==> config.mk <==
export PLATFORM = sky130hd
export DESIGN_NAME = gpu_writeback_unit
export DESIGN_NICKNAME = d
export VERILOG_FILES = /design/src/rtl/gpu_writeback_unit_pkg.sv /design/src/rtl/wb_sync_fifo.sv /design/src/rtl/gpu_writeback_unit.sv
export SDC_FILE = /design/constraint.sdc
export NUM_CORES = 1
export LEC_CHECK = 0
export ABC_AREA = 1
export CELL_PAD_IN_SITES_DETAIL_PLACEMENT = 1
export CELL_PAD_IN_SITES_GLOBAL_PLACEMENT = 1
export CORE_UTILIZATION = 42
export DETAILED_ROUTE_END_ITERATION = 16
export PLACE_DENSITY = 0.76
export SLEW_MARGIN = 30
export SYNTH_ARGS = -nofsm -noshare
export SYNTH_HDL_FRONTEND = slang
export SYNTH_HIERARCHICAL = 1
export SYNTH_SLANG_ARGS = --single-unit
==> constraint.sdc <==
create_clock -name clk -period 5.1 [get_ports clk]
set_input_delay 0.51 -clock clk [delete_from_list [all_inputs] [get_ports clk]]
set_output_delay 0.51 -clock clk [all_outputs]
set_load 0.005 [all_outputs]
==> src/rtl/gpu_writeback_unit_pkg.sv <==
// Shared types and constants for the GPU writeback unit and its load-return FIFO.
// Optional feature macro used by the top level: WB_BYPASS_EN.
package gpu_writeback_unit_pkg;

  localparam int         NUM_REGS = 16;
  localparam int         DATA_W   = 64;
  localparam logic [3:0] REG_ZERO = 4'hF;

  typedef struct packed {
    logic [3:0]        rd;
    logic [DATA_W-1:0] data;
  } wb_entry_t;

endpackage

==> src/rtl/wb_sync_fifo.sv <==
// Synchronous load-return FIFO with registered storage and an occupancy count.
// DEPTH must be a power of two so the pointers wrap by natural overflow.
module wb_sync_fifo
  import gpu_writeback_unit_pkg::*;
#(
  parameter int DEPTH = 4,
  localparam int PTR_W = $clog2(DEPTH)
) (
  input  logic             clk,
  input  logic             rst_n,
  input  logic             push_i,
  input  logic             pop_i,
  input  wb_entry_t        wdata_i,
  output wb_entry_t        rdata_o,
  output logic             full_o,
  output logic [PTR_W:0]   count_o
);

  wb_entry_t        mem_q [DEPTH];
  logic [PTR_W-1:0] wr_ptr_q, wr_ptr_d;
  logic [PTR_W-1:0] rd_ptr_q, rd_ptr_d;
  logic [PTR_W:0]   count_q, count_d;
  logic             push_ok, pop_ok;

  assign full_o  = (count_q == (PTR_W+1)'(DEPTH));
  assign count_o = count_q;
  assign rdata_o = mem_q[rd_ptr_q];
  assign push_ok = push_i && !full_o;
  assign pop_ok  = pop_i && (count_q != '0);

  always_comb begin
    wr_ptr_d = wr_ptr_q;
    rd_ptr_d = rd_ptr_q;
    count_d  = count_q;
    if (push_ok) wr_ptr_d = wr_ptr_q + 1'b1;
    if (pop_ok)  rd_ptr_d = rd_ptr_q + 1'b1;
    case ({push_ok, pop_ok})
      2'b10:   count_d = count_q + 1'b1;
      2'b01:   count_d = count_q - 1'b1;
      default: count_d = count_q;
    endcase
  end

  always_ff @(posedge clk or negedge rst_n) begin
    if (!rst_n) begin
      wr_ptr_q <= '0;
      rd_ptr_q <= '0;
      count_q  <= '0;
    end else begin
      wr_ptr_q <= wr_ptr_d;
      rd_ptr_q <= rd_ptr_d;
      count_q  <= count_d;
    end
  end

  // Payload needs no reset: it is only observed while count is non-zero.
  always_ff @(posedge clk) begin
    if (push_ok) mem_q[wr_ptr_q] <= wdata_i;
  end

endmodule

==> src/rtl/gpu_writeback_unit.sv <==
// Writeback arbiter (ALU over load returns) with a register scoreboard and issue stall.
// Define WB_BYPASS_EN to add the writeback-to-issue bypass ports.
module gpu_writeback_unit
  import gpu_writeback_unit_pkg::*;
#(
  parameter int FIFO_DEPTH = 4
) (
  input  logic                clk,
  input  logic                rst_n,
  input  logic                issue_valid,
  input  logic [3:0]          issue_rs1,
  input  logic [3:0]          issue_rs2,
  input  logic [3:0]          issue_rd,
  input  logic                issue_wr,
  output logic                stall,
  input  logic                alu_valid,
  input  logic [3:0]          alu_rd,
  input  logic [DATA_W-1:0]   alu_data,
  input  logic                mem_valid,
  output logic                mem_ready,
  input  logic [3:0]          mem_rd,
  input  logic [DATA_W-1:0]   mem_data,
  output logic                rf_we,
  output logic [3:0]          rf_rd_addr,
  output logic [DATA_W-1:0]   rf_rd_data,
  output logic [NUM_REGS-1:0] pending
`ifdef WB_BYPASS_EN
  ,
  output logic                byp_rs1_hit,
  output logic                byp_rs2_hit,
  output logic [DATA_W-1:0]   byp_rs1_data,
  output logic [DATA_W-1:0]   byp_rs2_data
`endif
);

  localparam int CNT_W = $clog2(FIFO_DEPTH) + 1;

  logic                rf_we_q, rf_we_d;
  logic [3:0]          rf_rd_addr_q, rf_rd_addr_d;
  logic [DATA_W-1:0]   rf_rd_data_q, rf_rd_data_d;
  logic [NUM_REGS-1:0] pending_q, pending_d;

  wb_entry_t           fifo_wdata, fifo_head;
  logic                fifo_full, fifo_pop;
  logic [CNT_W-1:0]    fifo_count;
  logic                rs1_busy, rs2_busy, issue_fire;

  assign fifo_wdata = '{rd: mem_rd, data: mem_data};
  assign mem_ready  = !fifo_full;
  assign fifo_pop   = !alu_valid && (fifo_count != '0);

  wb_sync_fifo #(.DEPTH(FIFO_DEPTH)) u_load_fifo (
    .clk     (clk),
    .rst_n   (rst_n),
    .push_i  (mem_valid),
    .pop_i   (fifo_pop),
    .wdata_i (fifo_wdata),
    .rdata_o (fifo_head),
    .full_o  (fifo_full),
    .count_o (fifo_count)
  );

`ifdef WB_BYPASS_EN
  // A source being written back this cycle is forwarded, so its pending bit no longer blocks issue.
  assign byp_rs1_hit  = rf_we_q && (rf_rd_addr_q == issue_rs1) && (rf_rd_addr_q != REG_ZERO);
  assign byp_rs2_hit  = rf_we_q && (rf_rd_addr_q == issue_rs2) && (rf_rd_addr_q != REG_ZERO);
  assign byp_rs1_data = rf_rd_data_q;
  assign byp_rs2_data = rf_rd_data_q;
  assign rs1_busy     = pending_q[issue_rs1] && !byp_rs1_hit;
  assign rs2_busy     = pending_q[issue_rs2] && !byp_rs2_hit;
`else
  assign rs1_busy     = pending_q[issue_rs1];
  assign rs2_busy     = pending_q[issue_rs2];
`endif

  assign stall      = issue_valid && (rs1_busy || rs2_busy || (issue_wr && pending_q[issue_rd]));
  assign issue_fire = issue_valid && !stall;

  // Results to r15 are consumed silently; address/data keep their last written values.
  always_comb begin
    rf_we_d      = 1'b0;
    rf_rd_addr_d = rf_rd_addr_q;
    rf_rd_data_d = rf_rd_data_q;
    if (alu_valid) begin
      if (alu_rd != REG_ZERO) begin
        rf_we_d      = 1'b1;
        rf_rd_addr_d = alu_rd;
        rf_rd_data_d = alu_data;
      end
    end else if (fifo_pop) begin
      if (fifo_head.rd != REG_ZERO) begin
        rf_we_d      = 1'b1;
        rf_rd_addr_d = fifo_head.rd;
        rf_rd_data_d = fifo_head.data;
      end
    end
  end

  // Set is applied after clear so a same-cycle issue to the retiring register stays pending.
  always_comb begin
    pending_d = pending_q;
    if (rf_we_q) pending_d[rf_rd_addr_q] = 1'b0;
    if (issue_fire && issue_wr && (issue_rd != REG_ZERO)) pending_d[issue_rd] = 1'b1;
    pending_d[REG_ZERO] = 1'b0;
  end

  always_ff @(posedge clk or negedge rst_n) begin
    if (!rst_n) begin
      rf_we_q      <= 1'b0;
      rf_rd_addr_q <= '0;
      rf_rd_data_q <= '0;
      pending_q    <= '0;
    end else begin
      rf_we_q      <= rf_we_d;
      rf_rd_addr_q <= rf_rd_addr_d;
      rf_rd_data_q <= rf_rd_data_d;
      pending_q    <= pending_d;
    end
  end

  assign rf_we      = rf_we_q;
  assign rf_rd_addr = rf_rd_addr_q;
  assign rf_rd_data = rf_rd_data_q;
  assign pending    = pending_q;

endmodule
==> metrics.yaml, run 1 <==
timing:
  hold_viol: 0
  setup-tns-final_ns: 0
  finalWorstSetupSlack_ns: 1.39
  worst_pin_slew_ns: 0.940
  slew_headroom_pct: 37.3
  layout_min_cycle_time_ns: 3.71
  fin_hold_ws_ns: 0.112
  final-max-slew-violation-count: 0
  setup_viol_count_final: 0
  fin_worst_skew_ns: 0.00734
  fmax_ghz: 0.270
  grt_setup_unrepaired: "no"
  fin_crit_sh_pct: 72.7
logic_synthesis:
  synth_cell_type_count: 32
  synth-edff-count: 272
  yosysTopAreaCell: "edfxtp_1"
  synthTopCellsByArea: "edfxtp_1, nand2_1, dfrtp_1"
  ys_ff_latch: 363
  synth_top_area_share_pct: 50.2
  synth.most_common_cell: "nand2_1"
  synth_warnings: 6
  ys.flop_type: "edfxtp_1"
  syn_avg_cell_area_um2: 10.1
  ys_seq_area_share_pct: 64.2
  synth-async-reset-ratio_pct: 25.1
  syn-num-nets: 1764
  synthCells: 1604
  syn_area_mm2: 0.0163
  synth_commonest_cells: "nand2_1, edfxtp_1, inv_1, o211ai_1, nand3_1"
worst_setup_path:
  cp.required_ns: 5.54
  r2r_cells: 8
  crit_top_cell: "nand2_1"
  timing.rr.end: "rf_rd_data[29]"
  path_class: "reg -> reg"
  critPathLaunchType: "flop"
  critPathMaxStageDelay_ns: 0.82
  cp.buffers_inverters: 3
  reg2reg_slack_ns: 1.39
  crit_fanout: 70
  critPathCaptureType: "flop"
  cpMaxStageDelayCell: "inv_2"
  path_cells: "inv_2 > o211ai_1 > nand2_1 > inv_1 > o41ai_4 > buf_4 > nand3_1 > nand2_1"
  crit_arrival_ns: 4.15
  rr_startpoint: "u_load_fifo/rd_ptr_q[1]"
  path_delay_family: "buffers and inverters"
pwr:
  p_leak_nw: 8.64
  finalPower_mw: 10.7
  ir_worst_vdd_mv: 0.271
  power_density_mw_per_mm2: 533
floorplanning:
  core_mm2: 0.0379
  die_w_um: 199
  io_pins: 241
  die_h_um: 199
  dieArea_mm2: 0.0395
  rows: 71
  initial_utilization_pct: 42.9
cts:
  cts_setup_buffers: 0
  h-tree-depth: 2
  insertion_delay_ns: 0.51
  cts_resized: 0
  cts.hold.buffers_added: 0
  tritoncts: "yes"
  root_buffer: "clkbuf_16"
  clockBufferDepth: 3
  cts.sinks: 363
  cts_buffers: 39
  clk_pin_slew_ns: 0.06
layout:
  fill_cells: 4197
  drive_above_1_share_pct: 5.17
  fin_util_pct: 53.1
  stdcell_count: 2351
  final_area_mm2: 0.0201
  multi_input_area_mm2: 0.00451
  register_area_mm2: 0.0104
  syn_to_final_growth_pct: 23.8
  layout.nets: 1967
detailed_routing:
  drt_first_iter_violations: 520
  vias: 12000
  routedWlPerCell_um: 18.4
  route.detailed.drc: 0
  dr.pass1.iters: 4
  viasPerCell: 5.10
  drtAntennaViolNets: 0
  drt-total-wl_um: 43300
placed_design:
  place_area_mm2: 0.0188
  routabilityCongestion: 0.803
  place_hpwl_um: 27300
  io_buffers: 239
  dp_slack_ns: 1.50
  placed_cells: 2277
grt:
  grt_max_degree: 158
  grt_pass1_vias: 12720
  grt_pass1_wl_um: 67700
  grt_use_total_pct: 22.2
  antenna_found_initial: 4
  gr-total-overflow: 0
run_status:
  outcome: "complete, no violations"
min_path:
  hold_class: "in -> async"
job:
  drv_cap: 0
[final cells by class]
class,count,area share (%)
sequential,363,51.9
clock buffer,61,5.91
antenna,3,0.0373
timing repair buffer,251,12.4
multi-input combinational,959,22.4
clock inverter,10,0.516
inverter,193,3.63
tap,511,3.17
[how the worst max path moves through the flow]
| stage | start | end | slack [ns] | cells past startpoint |
|---|---|---|---|---|
| 2_1_floorplan | u_load_fifo/count_o[0] | u_load_fifo/mem_q[0][0] | 1.03 | 4 |
| 3_3_place_gp | u_load_fifo/rd_ptr_q[1] | rf_rd_data[9] | 1.55 | 8 |
| 3_5_place_dp | u_load_fifo/rd_ptr_q[1] | rf_rd_data[45] | 1.50 | 8 |
| 4_1_cts | u_load_fifo/rd_ptr_q[1] | rf_rd_data[29] | 1.43 | 8 |
| 5_1_grt | u_load_fifo/rd_ptr_q[1] | rf_rd_data[29] | 1.22 | 8 |
| 6_report | u_load_fifo/rd_ptr_q[1] | rf_rd_data[29] | 1.39 | 8 |
[flip-flops by register name, summed over array words and instances (netlist names)]
| signal | count |
|---|---|
| u_load_fifo/mem_q | 272 |
| u_load_fifo/rd_ptr_q | 2 |
| u_load_fifo/count_o | 3 |
| rf_we | 1 |
| rf_rd_data | 64 |
| pending | 15 |
| u_load_fifo/wr_ptr_q | 2 |
| rf_rd_addr | 4 |
[routing by layer]
| layer | routed length [um] | vias to the layer above | track usage [%] | part of all wire (%) |
|---|---|---|---|---|
| li1 | - | 5740 | - | - |
| met1 | 18600 | 5944 | 27.4 | 43 |
| met2 | 21800 | 243 | 40.2 | 50 |
| met3 | 1840 | 69 | 3.07 | 4.3 |
| met4 | 1040 | 4 | 6.75 | 2.4 |
| met5 | 34 | - | 0 | 0.079 |
[cells by family (layout without fill, tap and decap cells)]
family | count (synthesis) | after routing | share of synthesized area, %
xor+xnor | 1 | 1 | 0.0538
buf+inv | 282 | 515 | 8.44
fa+ha+maj | 6 | 6 | 0.508
other cells | 1 | 4 | 0.0230
flops | 363 | 363 | 64.2
compound gates | 166 | 166 | 7.41
simple gates | 785 | 785 | 19.4
[report_power, final]
| part | total, mW | switching, mW | internal, mW | leakage, nW |
|---|---|---|---|---|
| Combinational | 3.48 | 2.10 | 1.38 | 4.39 |
| Clock | 2.81 | 1.11 | 1.71 | 0.633 |
| Sequential | 4.44 | 0.463 | 3.98 | 3.61 |
[placed cells by master (no fill, tap or decap), drive strengths merged]
cell type,instances
buf,14
nand3b,1
a21boi,1
edfxtp,272
o211ai,136
conb,1
ha,5
nor3,1
o21ai,22
a31oi,1
fa,1
inv,193
xnor2,1
clkinv,6
dfrtp,91
diode,3
nand2,634
nor2,26
o41ai,1
nand4,16
a21oi,2
clkinvlp,2
o31ai,3
nand3,107
clkbuf,61
clkdlybuf4s50,237
bufinv,2
No activity file was read; power rests on OpenSTA's default activity.
==> inputs of run 2 (changes only) <==
==> constraint.sdc (replaced) <==
create_clock -name clk -period 3.66 [get_ports clk]
set_input_delay 0.366 -clock clk [delete_from_list [all_inputs] [get_ports clk]]
set_output_delay 0.366 -clock clk [all_outputs]
set_load 0.005 [all_outputs]
==> metrics.yaml, run 2 (synthesis results as in run 1) <==
cts:
  h-tree-depth: 2
  cts_resized: 0
  cts_buffers: 41
  cts.sinks: 363
  clk_pin_slew_ns: 0.06
  insertion_delay_ns: 0.54
  clockBufferDepth: 3
  root_buffer: "clkbuf_16"
  tritoncts: "yes"
timing:
  grt_setup_unrepaired: "no"
  fin_crit_sh_pct: 83.0
  fmax_ghz: 0.329
  slew_headroom_pct: 38.7
  setup_viol_count_final: 0
  layout_min_cycle_time_ns: 3.04
  hold_viol: 0
  fin_hold_ws_ns: 0.350
  worst_pin_slew_ns: 0.918
  final-max-slew-violation-count: 0
  fin_worst_skew_ns: 0.0160
detailed_routing:
  dr.pass1.iters: 5
  drt_first_iter_violations: 513
  viasPerCell: 5.10
  drtAntennaViolNets: 0
  routedWlPerCell_um: 18.6
  vias: 12044
  route.detailed.drc: 0
  drt-total-wl_um: 44000
floorplanning:
  initial_utilization_pct: 42.9
  dieArea_mm2: 0.0395
  rows: 71
  die_h_um: 199
  die_w_um: 199
  io_pins: 241
  core_mm2: 0.0379
placed_design:
  place_area_mm2: 0.0189
  routabilityCongestion: 0.815
  io_buffers: 239
  placed_cells: 2285
  place_hpwl_um: 27800
run_status:
  outcome: "complete, no violations"
layout:
  fin_util_pct: 53.0
  final_cell_mix: "nand2_1, edfxtp_1, clkdlybuf4s50_1"
  regMostFlops: "u_load_fifo/mem_q"
  final_common_cell: "nand2_1"
  final_area_mm2: 0.0201
  syn_to_final_growth_pct: 23.6
  drive_above_1_share_pct: 5.08
  largest_reg_flops: 272
  fill_cells: 4227
  layout.nets: 1978
  stdcell_count: 2363
grt:
  antenna_found_initial: 4
  grt_pass1_wl_um: 68600
  gr-total-overflow: 0
  grt_pass1_vias: 12574
  grt_use_total_pct: 22.6
  grt_max_degree: 133
pwr:
  p_leak_nw: 8.64
  finalPower_mw: 14.8
  ir_worst_vdd_mv: 0.397
  power_density_mw_per_mm2: 737
min_path:
  hold_class: "in -> reg"
worst_setup_path:
  path_cells: "clkdlybuf4s50_1 > inv_2 > nand2_1 > nand2_1 > nand2_1 > nand2_1 > nand2_1 > nand2_1 > o21ai_4 > a21boi_0 > clkdlybuf4s50_1"
  critPathCaptureType: "primary output"
  crit_top_cell: "nand2_1"
  critPathMaxStageDelay_ns: 0.76
  crit_fanout: 16
  critPathLaunchType: "input port"
  cpMaxStageDelayCell: "clkdlybuf4s50_1"
  cp.required_ns: 3.29
  crit_arrival_ns: 2.67
  path_delay_family: "buffers and inverters"
  path_class: "in -> out"
  cp.buffers_inverters: 3
job:
  drv_cap: 0
-- run 2: changes by cell type in the layout (fill, tap and decap cells not counted), moves of 6 or more --
cell | previous run | this run
clkinv_1 | 1 | 7
buf_4 | 11 | 21
clkbuf_8 | 9 | 2
clkbuf_1 | 11 | 18
-- run 2: repair_timing --
| item | CTS | global route |
|---|---|---|
| hold buffers | 1 | 0 |
| hold endpoints to repair | 1 | 0 |
| setup buffers | 0 | 0 |
-- run 2: area by class of cell --
cell class	count	area [um2]	share of cell area (%)
antenna	2	5.00	0.0249
inverter	193	732	3.64
clock inverter	14	100	0.498
timing repair buffer	260	2550	12.7
multi-input combinational	959	4510	22.4
clock buffer	61	1120	5.57
tap	511	639	3.18
sequential	363	10400	52.0
-- run 2: report_power, final --
part	switching, mW	total [mW]	leakage, nW	internal (mW)
clock network	1.58	3.78	0.593	2.19
registers	0.569	6.11	3.61	5.54
logic	3.00	4.93	4.43	1.93
total	5.15	14.8	8.64	9.67
-- run 2: path summary, 6_finish.rpt --
check                                               to  depth (start not counted)  slack (ns)               startpoint
worst max-delay path                             stall                         11        0.62              issue_rd[0]
worst min-delay path                    rf_rd_data[41]                          5        0.35                alu_valid
worst max register to register           rf_rd_data[1]                          8        0.76  u_load_fifo/rd_ptr_q[0]
worst min register to register  u_load_fifo/count_o[0]                          1        0.50   u_load_fifo/count_o[0]
max in group asynchronous               rf_rd_data[24]                          3        2.49                    rst_n
min in group asynchronous                rf_rd_data[1]                          2        0.42                    rst_n
-- run 2: worst reg2reg max path: stages, from the launching register on --
cell and delay [ns]:
dfrtp_1 0.45, inv_8 0.52, o211ai_1 0.20, nand2_1 0.09, inv_1 0.07, o41ai_4 0.42
buf_4 0.76, nand3_1 0.21, nand2_1 0.12
-- run 2: metal layers --
metal | up-vias | share of wire (%) | track usage, %
li1 | 5759 | - | -
met1 | 5957 | 43 | 28.5
met2 | 252 | 51 | 40.0
met3 | 70 | 4.5 | 3.83
met4 | 6 | 2.1 | 6.32
met5 | - | 0.10 | 0
-- run 2: per-stage QoR --
stage	setup WS [ns]	setup TNS, ns
after floorplan	-0.408	-110.93
after global placement	0.721	0
after detailed placement	0.627	0
after CTS	0.612	0
after global routing	0.361	0
final	0.621	0
